<file path="src/rtl/surf_dna_reader_pkg.sv">
// Shared types and constants for the SURF identity/DNA reader.
package surf_dna_reader_pkg;

    typedef enum logic [2:0] {
        IDLE,
        RD_DEVICE,
        RD_VERSION,
        WR_LOAD,
        RD_DNA,
        DONE,
        ERROR
    } state_t;

    localparam logic [11:0] ID_DEVICE_OFS  = 12'h000;
    localparam logic [11:0] ID_VERSION_OFS = 12'h004;
    localparam logic [11:0] ID_DNA_OFS     = 12'h008;

    localparam int          DNA_BITS      = 96;
    localparam logic [6:0]  DNA_LAST_BIT  = 7'(DNA_BITS - 1);
    localparam logic [31:0] DNA_LOAD_WORD = 32'h8000_0000;
    localparam logic [3:0]  DNA_LOAD_SEL  = 4'b1000;

endpackage

</file>
<file path="src/rtl/surf_dna_reader_initiator.sv">
// Single-transaction wishbone issue/hold/gap engine.
// Optional ack timeout enabled by SURF_DNA_READER_TIMEOUT_EN.
module wb_single_initiator #(
    parameter int WB_ADR_BITS = 11,
    parameter int TIMEOUT     = 255
) (
    input  logic                   clk,
    input  logic                   rst,
    input  logic                   req,
    input  logic [WB_ADR_BITS-1:0] adr,
    input  logic                   we,
    input  logic [31:0]            dat,
    input  logic [3:0]             sel,
    output logic                   done,
    output logic                   ok,
    output logic                   retry,
    output logic                   fail,
    output logic [31:0]            rdata,
    output logic                   wb_cyc_o,
    output logic                   wb_stb_o,
    output logic                   wb_we_o,
    output logic [WB_ADR_BITS-1:0] wb_adr_o,
    output logic [31:0]            wb_dat_o,
    output logic [3:0]             wb_sel_o,
    input  logic [31:0]            wb_dat_i,
    input  logic                   wb_ack_i,
    input  logic                   wb_err_i,
    input  logic                   wb_rty_i
);

    logic term;
    logic tmo_hit;

    assign term = wb_ack_i | wb_err_i | wb_rty_i;

`ifdef SURF_DNA_READER_TIMEOUT_EN
    logic [7:0] tmo_cnt;

    always_ff @(posedge clk) begin
        if (rst || !wb_stb_o) begin
            tmo_cnt <= 8'd0;
        end else begin
            tmo_cnt <= tmo_cnt + 8'd1;
        end
    end

    assign tmo_hit = wb_stb_o && !term && (tmo_cnt == 8'(TIMEOUT));
`else
    assign tmo_hit = 1'b0;
`endif

    assign done  = wb_stb_o & (term | tmo_hit);
    assign fail  = wb_stb_o & (wb_err_i | tmo_hit);
    assign retry = wb_stb_o & wb_rty_i & ~wb_err_i;
    assign ok    = wb_stb_o & wb_ack_i & ~wb_err_i;
    assign rdata = wb_dat_i;

    // Dropping the strobe on the termination edge and only issuing from the
    // idle side guarantees at least one cyc=0 cycle between transactions.
    always_ff @(posedge clk) begin
        if (rst || (wb_stb_o && done)) begin
            wb_cyc_o <= 1'b0;
            wb_stb_o <= 1'b0;
            wb_we_o  <= 1'b0;
            wb_adr_o <= '0;
            wb_dat_o <= '0;
            wb_sel_o <= '0;
        end else if (!wb_stb_o && req) begin
            wb_cyc_o <= 1'b1;
            wb_stb_o <= 1'b1;
            wb_we_o  <= we;
            wb_adr_o <= adr;
            wb_dat_o <= dat;
            wb_sel_o <= sel;
        end
    end

endmodule

</file>
<file path="src/rtl/surf_dna_reader.sv">
// Wishbone initiator that reads DEVICE/VERSION and assembles the 96-bit DNA.
// Define SURF_DNA_READER_TIMEOUT_EN to abort on a missing termination.
module surf_dna_reader
    import surf_dna_reader_pkg::*;
#(
    parameter int                   WB_ADR_BITS   = 11,
    parameter logic [WB_ADR_BITS-1:0] BASE_ADR    = '0,
    parameter int                   TIMEOUT       = 255,
    parameter logic [31:0]          EXPECT_DEVICE = "SURF"
) (
    input  logic                   wb_clk_i,
    input  logic                   wb_rst_i,
    output logic                   wb_cyc_o,
    output logic                   wb_stb_o,
    output logic                   wb_we_o,
    output logic [WB_ADR_BITS-1:0] wb_adr_o,
    output logic [31:0]            wb_dat_o,
    output logic [3:0]             wb_sel_o,
    input  logic [31:0]            wb_dat_i,
    input  logic                   wb_ack_i,
    input  logic                   wb_err_i,
    input  logic                   wb_rty_i,
    input  logic                   start_i,
    output logic                   busy_o,
    output logic                   valid_o,
    output logic                   err_o,
    output logic [31:0]            device_o,
    output logic [31:0]            version_o,
    output logic [95:0]            dna_o
);

    state_t                 state;
    logic [6:0]             bit_cnt;
    logic                   req;
    logic                   we;
    logic [WB_ADR_BITS-1:0] adr;
    logic [31:0]            dat;
    logic [3:0]             sel;
    logic                   done;
    logic                   ok;
    logic                   retry;
    logic                   fail;
    logic [31:0]            rdata;

    always_comb begin
        req = 1'b0;
        we  = 1'b0;
        adr = BASE_ADR;
        dat = '0;
        sel = 4'hF;
        case (state)
            RD_DEVICE: begin
                req = 1'b1;
                adr = BASE_ADR + WB_ADR_BITS'(ID_DEVICE_OFS);
            end
            RD_VERSION: begin
                req = 1'b1;
                adr = BASE_ADR + WB_ADR_BITS'(ID_VERSION_OFS);
            end
            WR_LOAD: begin
                req = 1'b1;
                we  = 1'b1;
                adr = BASE_ADR + WB_ADR_BITS'(ID_DNA_OFS);
                dat = DNA_LOAD_WORD;
                sel = DNA_LOAD_SEL;
            end
            RD_DNA: begin
                req = 1'b1;
                adr = BASE_ADR + WB_ADR_BITS'(ID_DNA_OFS);
            end
            default: ;
        endcase
    end

    wb_single_initiator #(
        .WB_ADR_BITS(WB_ADR_BITS),
        .TIMEOUT    (TIMEOUT)
    ) u_init (
        .clk      (wb_clk_i),
        .rst      (wb_rst_i),
        .req      (req),
        .adr      (adr),
        .we       (we),
        .dat      (dat),
        .sel      (sel),
        .done     (done),
        .ok       (ok),
        .retry    (retry),
        .fail     (fail),
        .rdata    (rdata),
        .wb_cyc_o (wb_cyc_o),
        .wb_stb_o (wb_stb_o),
        .wb_we_o  (wb_we_o),
        .wb_adr_o (wb_adr_o),
        .wb_dat_o (wb_dat_o),
        .wb_sel_o (wb_sel_o),
        .wb_dat_i (wb_dat_i),
        .wb_ack_i (wb_ack_i),
        .wb_err_i (wb_err_i),
        .wb_rty_i (wb_rty_i)
    );

    // A retried transaction leaves state and bit_cnt alone, so the engine
    // reissues the same request after its gap; err outranks rty outranks ack.
    always_ff @(posedge wb_clk_i) begin
        if (wb_rst_i) begin
            state     <= IDLE;
            bit_cnt   <= 7'd0;
            busy_o    <= 1'b0;
            valid_o   <= 1'b0;
            err_o     <= 1'b0;
            device_o  <= '0;
            version_o <= '0;
            dna_o     <= '0;
        end else begin
            case (state)
                IDLE, DONE, ERROR: begin
                    if (start_i) begin
                        state   <= RD_DEVICE;
                        busy_o  <= 1'b1;
                        valid_o <= 1'b0;
                        err_o   <= 1'b0;
                        dna_o   <= '0;
                        bit_cnt <= 7'd0;
                    end
                end
                default: begin
                    if (done && fail) begin
                        state  <= ERROR;
                        busy_o <= 1'b0;
                        err_o  <= 1'b1;
                    end else if (done && ok && !retry) begin
                        case (state)
                            RD_DEVICE: begin
                                device_o <= rdata;
                                state    <= RD_VERSION;
                            end
                            RD_VERSION: begin
                                version_o <= rdata;
                                state     <= WR_LOAD;
                            end
                            WR_LOAD: state <= RD_DNA;
                            RD_DNA: begin
                                dna_o[bit_cnt] <= rdata[0];
                                if (bit_cnt == DNA_LAST_BIT) begin
                                    state  <= DONE;
                                    busy_o <= 1'b0;
                                    if (device_o == EXPECT_DEVICE) begin
                                        valid_o <= 1'b1;
                                    end else begin
                                        err_o <= 1'b1;
                                    end
                                end else begin
                                    bit_cnt <= bit_cnt + 7'd1;
                                end
                            end
                            default: ;
                        endcase
                    end
                end
            endcase
        end
    end

endmodule

</file>
<file path="config.mk">
export PLATFORM = sky130hd
export DESIGN_NAME = surf_dna_reader
export DESIGN_NICKNAME = d
export VERILOG_FILES = /design/src/rtl/surf_dna_reader_pkg.sv /design/src/rtl/surf_dna_reader_initiator.sv /design/src/rtl/surf_dna_reader.sv
export SDC_FILE = /design/constraint.sdc
export NUM_CORES = 1
export LEC_CHECK = 0
export CAP_MARGIN = 20
export CORE_AREA = 2 2 130 144
export DETAILED_ROUTE_END_ITERATION = 7
export DIE_AREA = 0 0 132 146
export DONT_BUFFER_PORTS = 1
export PLACE_DENSITY = 0.68
export SLEW_MARGIN = 20
export SYNTH_ARGS = -nofsm -noshare
export SYNTH_HDL_FRONTEND = slang
export SYNTH_HIERARCHICAL = 1
export SYNTH_SLANG_ARGS = --single-unit
export TNS_END_PERCENT = 20
</file>
<file path="constraint.sdc">
create_clock -name wb_clk_i -period 8.1 [get_ports wb_clk_i]
set_input_delay 0.81 -clock wb_clk_i [delete_from_list [all_inputs] [get_ports wb_clk_i]]
set_output_delay 0.81 -clock wb_clk_i [all_outputs]
set_load 0.02 [all_outputs]
</file>
==> impl_metrics.csv, run 1 <==
group,metric,value,unit
outcome,status,"finished clean",
grt,grt-ovfl-total,0,
power_and_ir_drop,p_leak,3.52,nW
floorplan,die_w,132,microns
cts,clkTransAtPathRegs,0.06,ns
critical_path,criticalPathCategory,"register to register",
floorplan,coreArea,0.0177,sq mm
drt,ant_nets,0,
critical_path,critPathLaunch,"u_init/wb_stb_o",
yosys,synthTopCellsByArea,"dfxtp_1 (46%), nand2_1 (9.5%), a21oi_1 (9.3%)",
power_and_ir_drop,p_sw_share,36.0,%
yosys,synth_top_area_cell,"dfxtp_1",
power_and_ir_drop,total_power,3.29,mW
critical_path,r2r_slack,4.65,ns
cts,cts-resized-gates,0,
place,placed_cell_area,0.00952,sq mm
grt,grt_antenna_before_repair,0,
sta,rsz0062_at_grt,"false",
grt,grt_max_degree,124,
cts,postCtsHoldBufs,0,
power_and_ir_drop,intPower,2.10,mW
grt,grt_pass1_wl,41.1,mm
layout,n_antenna_cell,0,
sta,setup_violations,0,
critical_path,r2r-end,"dna_o[26]",
yosys,synth_edf_count,0,
drt,route.detailed.drc,0,
layout,synthToLayoutAreaGrowth,7.19,%
critical_path,cp_data_arrival_time,3.80,ns
floorplan,die_area,0.0193,sq mm
place,dp_cells,1324,
drt,wl_per_cell,19.3,microns
yosys,yosysWarnings,6,
grt,grt_pass1_vias,7531,
power_and_ir_drop,power-per-cell-area,318,mW/mm^2
power_and_ir_drop,p_comb_share,22.2,%
yosys,async_reset_ff_share,0,%
yosys,synth_area_per_cell,8.28,sq um
drt,drtIter0Drc,704,
sta,min_period,3.45,ns
critical_path,crit_path_max_fanout,25,
critical_path,worstPathCellList,"o31a_1 -> nand3b_1 -> o211ai_2 -> and4_1 -> buf_4 -> and2_0 -> a22oi_1",
critical_path,cp-end-kind,"register",
cts,ctsHtreeMaxLevel,1,
cts,cts.sinks,222,
critical_path,required,8.45,ns
place,gp_congestion,0.846,
floorplan,initial_core_util,54.6,%
place,io_buffers,0,
cts,cts_setup_buffers,0,
drt,drt_first_pass_iters,5,
power_and_ir_drop,ir_drop,211,uV
layout,stdcell_area,0.0103,sq mm
cts,cts_buffers,23,
layout,final_cell_mix,"nand2_1 (242), dfxtp_1 (222), a21oi_1 (179)",
power_and_ir_drop,pwr-share-clk,34.6,%
cts,cts_root_buf,"clkbuf_16",
layout,ff_latch_area,0.00444,sq mm
sta,relSlewSlack,21.7,%
sta,finalClockSkew,0.0317,ns
layout,fillerInstances,1606,
sta,slew_viol_final,0,
sta,fin_setup_tns,0,ns
power_and_ir_drop,pwr-share-seq,43.1,%
cts,cts_buffer_depth,3,
yosys,ys_types,72,
yosys,mappedNetlistArea,0.00964,sq mm
critical_path,max_stage_delay,0.73,ns
hold_path,worstHoldPathType,"primary input to register",
yosys,synth_seq_cells,222,
drt,drt-vias-per-instance,6.02,
drt,routed_wirelength,26.2,mm
grt,track_usage,25.7,%
critical_path,startpoint_type,"register",
drt,routed-via-count,8194,
critical_path,regToRegStartpoint,"u_init/wb_stb_o",
layout,multi_input_area,0.00468,sq mm
yosys,seq_area_frac_synth,46.1,%
yosys,synth-main-ff-cell,"dfxtp_1",
floorplan,rows,51,
sta,period_share,42.6,%
floorplan,ios,251,
layout,fin_cells,1361,
layout,mostFrequentLayoutCell,"nand2_1",
yosys,synth_top_area_share,46.1,%
sta,worstMarginPinSlew,1.17,ns
layout,finalNetCount,1151,
yosys,syn_inst,1165,
critical_path,r2r_cells,7,
floorplan,die_h,146,microns
sta,fmax,0.290,GHz
flow_run,max-cap-violations,0,
layout,drive_gt1_share,7.30,%
critical_path,worst_path_max_delay_cell,"dfxtp_1",
place,hpwl,17.0,mm
sta,hold_viol,0,
cts,cts_tree,"yes",
critical_path,crit_path_end,"dna_o[26]",
power_and_ir_drop,power.switching,1.18,mW
cts,insertion_delay,0.52,ns
[kinds of logic (layout without fill, tap and decap cells)]
kind of cell | after synthesis | count (layout) | share of synthesized area (%)
xor+xnor | 3 | 3 | 0.350
mux | 6 | 6 | 0.675
fa+ha+maj | 2 | 2 | 0.337
other cells | 2 | 41 | 0.0779
flops | 222 | 222 | 46.1
simple gates | 448 | 448 | 22.4
compound gates | 345 | 345 | 22.7
buf+inv | 137 | 56 | 7.33
[routing by layer]
layer | share of wire (%) | wire (microns) | vias to the layer above | GRT usage (%)
met4 | 1.8 | 470 | 0 | 6.96
met3 | 11 | 2760 | 42 | 8.36
li1 | - | - | 3944 | -
met2 | 45 | 11900 | 360 | 39.6
met5 | 0 | 0 | - | 0
met1 | 42 | 11100 | 3848 | 34.7
[how the worst min path moves through the flow]
stage / startpoint / endpoint / slack (ns) / cells past startpoint
after global routing: wb_rst_i / dna_o[1] / 0.40 / 1
after global placement: version_o[24] / version_o[24] / 0.54 / 2
final: wb_dat_i[3] / version_o[3] / 0.42 / 2
after floorplan: u_init/wb_adr_o[0] / u_init/wb_adr_o[0] / 0.53 / 2
after detailed placement: version_o[15] / version_o[15] / 0.54 / 2
after CTS: wb_rst_i / busy_o / 0.36 / 1
[cells in the mapped netlist (3+ instances only)]
cell type,n
clkbuf_1,58
o32a_1,4
nand3_1,15
dfxtp_1,222
nor3_1,9
nor2_1,48
buf_1,7
nor4bb_1,5
nand2b_1,8
o2bb2ai_1,9
a21oi_2,11
or3_1,8
and3b_1,5
nand2_1,243
a22oi_1,18
nor4_1,16
buf_6,4
o21ai_0,32
a32oi_1,38
o21a_1,7
mux2i_1,5
or3b_2,3
buf_2,20
nand4_1,20
nor2b_1,19
and3_1,4
inv_1,10
and2_1,19
a21oi_1,179
a31oi_1,7
buf_4,36
a2bb2oi_1,12
o21ai_1,9
nand3b_1,6
[metrics by stage]
| step | util [%] | setup slack, ns | hold slack (ns) |
|---|---|---|---|
| final | 58.5 | 4.65 | 0.422 |
| after global routing | 58.5 | 4.45 | 0.396 |
| after CTS | 58.5 | 4.73 | 0.364 |
| after detailed placement | 53.9 | 4.56 | 0.545 |
| after global placement | 53.9 | 4.66 | 0.540 |
| after floorplan | - | 5.29 | 0.531 |
[power by group through the flow]
stage	Clock (mW)	Combinational (mW)	Sequential (mW)
5_1_grt	1.20	0.809	1.43
3_3_place_gp	0	0.712	1.44
4_1_cts	1.16	0.720	1.42
3_5_place_dp	0	0.718	1.44
6_report	1.14	0.731	1.42
2_1_floorplan	0	0.641	1.39
[final cells by class]
| type | instances | share of cell area (%) |
|---|---|---|
| well taps | 238 | 2.88 |
| repair buffers | 9 | 0.654 |
| multi-input cells | 845 | 45.3 |
| clock inverters | 9 | 1.71 |
| inverters | 10 | 0.363 |
| clock buffers | 28 | 6.14 |
| flip-flops and latches | 222 | 43.0 |
[state kept, by name, summed over array words and instances, names as in the netlist]
signal / cells
err_o: 1
state: 3
u_init/wb_we_o: 1
u_init/wb_adr_o: 11
dna_o: 96
bit_cnt: 7
u_init/wb_stb_o: 1
u_init/wb_dat_o: 32
version_o: 32
valid_o: 1
device_o: 32
busy_o: 1
u_init/wb_sel_o: 4
[worst max-delay path: cells and delay by family (launching register included)]
kind / cells / cell delay, ns
simple gates: 3 / 1.33
compound gates: 3 / 0.87
flops: 1 / 0.73
buf+inv: 1 / 0.38
(Power assumes the default switching activity.)
==> run 2, diff against run 1 <==
PLACE_DENSITY = 0.71   (was 0.68)
clock period = 2.9 ns   (was 8.1 ns; I/O delays follow)
==> impl_metrics.csv, run 2 (synthesized netlist as in run 1, its figures left out) <==
group,metric,value,unit
sta,fin_ws,0.269,ns
floorplan,die_w,132,microns
place,dpl_worst_slack,0.355,ns
layout,n_antenna_cell,0,
flow_run,max-cap-violations,0,
hold_path,worstHoldPathType,"primary input to register",
sta,finalClockSkew,0.0294,ns
grt,track_usage,26.9,%
critical_path,criticalPathCategory,"register to register",
floorplan,ios,251,
critical_path,required,3.27,ns
power_and_ir_drop,p_leak,3.86,nW
drt,drt-vias-per-instance,5.91,
layout,mostFrequentLayoutCell,"nand2_1",
grt,grt_pass1_vias,8043,
hold_path,hold_start,"wb_rst_i",
cts,clkTransAtPathRegs,0.07,ns
floorplan,coreArea,0.0177,sq mm
power_and_ir_drop,ir_drop,606,uV
critical_path,cp_data_arrival_time,3.00,ns
drt,route.detailed.drc,0,
cts,cts_setup_buffers,0,
sta,rsz0062_at_grt,"false",
floorplan,rows,51,
grt,grt_antenna_before_repair,0,
drt,ant_nets,0,
cts,cts_buffer_depth,3,
cts,ctsHtreeMaxLevel,1,
grt,grt_max_degree,110,
cts,cts_buffers,22,
place,gp_congestion,0.844,
layout,drive_gt1_share,9.79,%
layout,largest_register_ffs,96,
layout,synthToLayoutAreaGrowth,14.2,%
drt,routed_wirelength,26.9,mm
hold_path,hold_depth,2,
layout,finalNetCount,1219,
layout,ff_latch_area,0.00444,sq mm
grt,grt_pass1_wl,43.2,mm
sta,hold_viol,0,
outcome,status,"finished clean",
sta,worstMarginPinSlew,0.934,ns
floorplan,die_area,0.0193,sq mm
cts,cts.sinks,222,
sta,period_share,90.7,%
sta,relSlewSlack,37.2,%
layout,regMostFlops,"dna_o",
sta,min_period,2.63,ns
floorplan,die_h,146,microns
sta,setup_violations,0,
layout,fillerInstances,1524,
cts,cts_root_buf,"clkbuf_16",
critical_path,startpoint_type,"register",
hold_path,hold_end,"dna_o[94]",
drt,drtIter0Drc,662,
place,io_buffers,0,
floorplan,initial_core_util,54.6,%
power_and_ir_drop,power-per-cell-area,867,mW/mm^2
drt,drt_first_pass_iters,5,
grt,grt-ovfl-total,0,
sta,fin_setup_tns,0,ns
sta,slew_viol_final,0,
critical_path,cp-end-kind,"register",
drt,wl_per_cell,18.7,microns
sta,fmax,0.380,GHz
layout,final_cell_mix,"nand2_1 (243), dfxtp_1 (222), a21oi_1 (179)",
critical_path,r2r_slack,0.27,ns
critical_path,crit_path_max_fanout,18,
cts,cts_tree,"yes",
cts,insertion_delay,0.52,ns
critical_path,regToRegStartpoint,"state[0]",
layout,multi_input_area,0.00467,sq mm
critical_path,r2r-end,"dna_o[68]",
critical_path,r2r_cells,6,
drt,routed-via-count,8475,
place,hpwl,17.6,mm
==> run 2: cell types whose count changed in the layout (fill, tap and decap cells not counted), moves of 2 or more <==
cell           change
dlygate4sd3_1     +33
bufinv_16          +2
buf_4             +34
clkbuf_1           +2
clkbuf_8           -2
==> run 2: repair_timing <==
action | CTS | global route
endpoints found under the hold margin | 108 | 0
resized for setup | 0 | 0
hold buffers | 34 | 0
==> run 2: cell type report <==
class	count	area share [%]
multi-input combinational	845	42.5
sequential	222	40.4
timing repair buffer	78	6.37
clock buffer	28	5.58
tap	238	2.71
clock inverter	12	2.18
inverter	10	0.341
==> run 2: how the worst max path moves through the flow <==
stage               slack [ns]     start  depth (start not counted)        end
floorplan                 0.35  state[0]                         11  dna_o[29]
global placement          0.43  wb_ack_i                          6  dna_o[20]
detailed placement        0.35  state[0]                          6  dna_o[26]
CTS                       0.34  state[0]                          7  dna_o[87]
global route              0.06  state[2]                          5  dna_o[38]
finish                    0.27  state[0]                          6  dna_o[68]
==> run 2: per-stage QoR <==
step | util (%) | power [mW] | instances | hold WS (ns) | cell area (sq um)
after global routing | 62.3 | 10.0 | 1433 | 0.0441 | 11000
final | 62.3 | 9.54 | 1433 | 0.0428 | 11000
after detailed placement | 55.4 | 6.18 | 1359 | 0.378 | 9800
after global placement | 55.4 | 6.13 | 1359 | 0.388 | 9800
after CTS | 62.3 | 9.57 | 1433 | 0.0222 | 11000
after floorplan | - | 5.67 | 1204 | 0.518 | 9790
==> run 2: where the power goes <==
part           total [mW]  leakage (nW)  internal (mW)  switching, mW
registers            3.92          1.79           3.33          0.582
clock network        3.32         0.412           2.12           1.20
logic                2.30          1.65          0.706           1.60
total                9.54          3.86           6.16           3.38
==> run 2: metal layers <==
layer  GRT usage (%)  vias up  routed length [microns]
met4            9.67        0                      727
met3            9.72       52                     3110
met1            34.0     3949                    10800
met5               0        -                        0
met2            42.6      400                    12300
li1                -     4074                        -
==> run 2: critical path, cell delays in order (launching register included) <==
cell	delay [ns]
dfxtp_1	0.66
buf_4	0.28
or4_1	0.17
o311a_1	0.27
nand3_2	0.35
nor2_1	0.61
a21oi_1	0.14
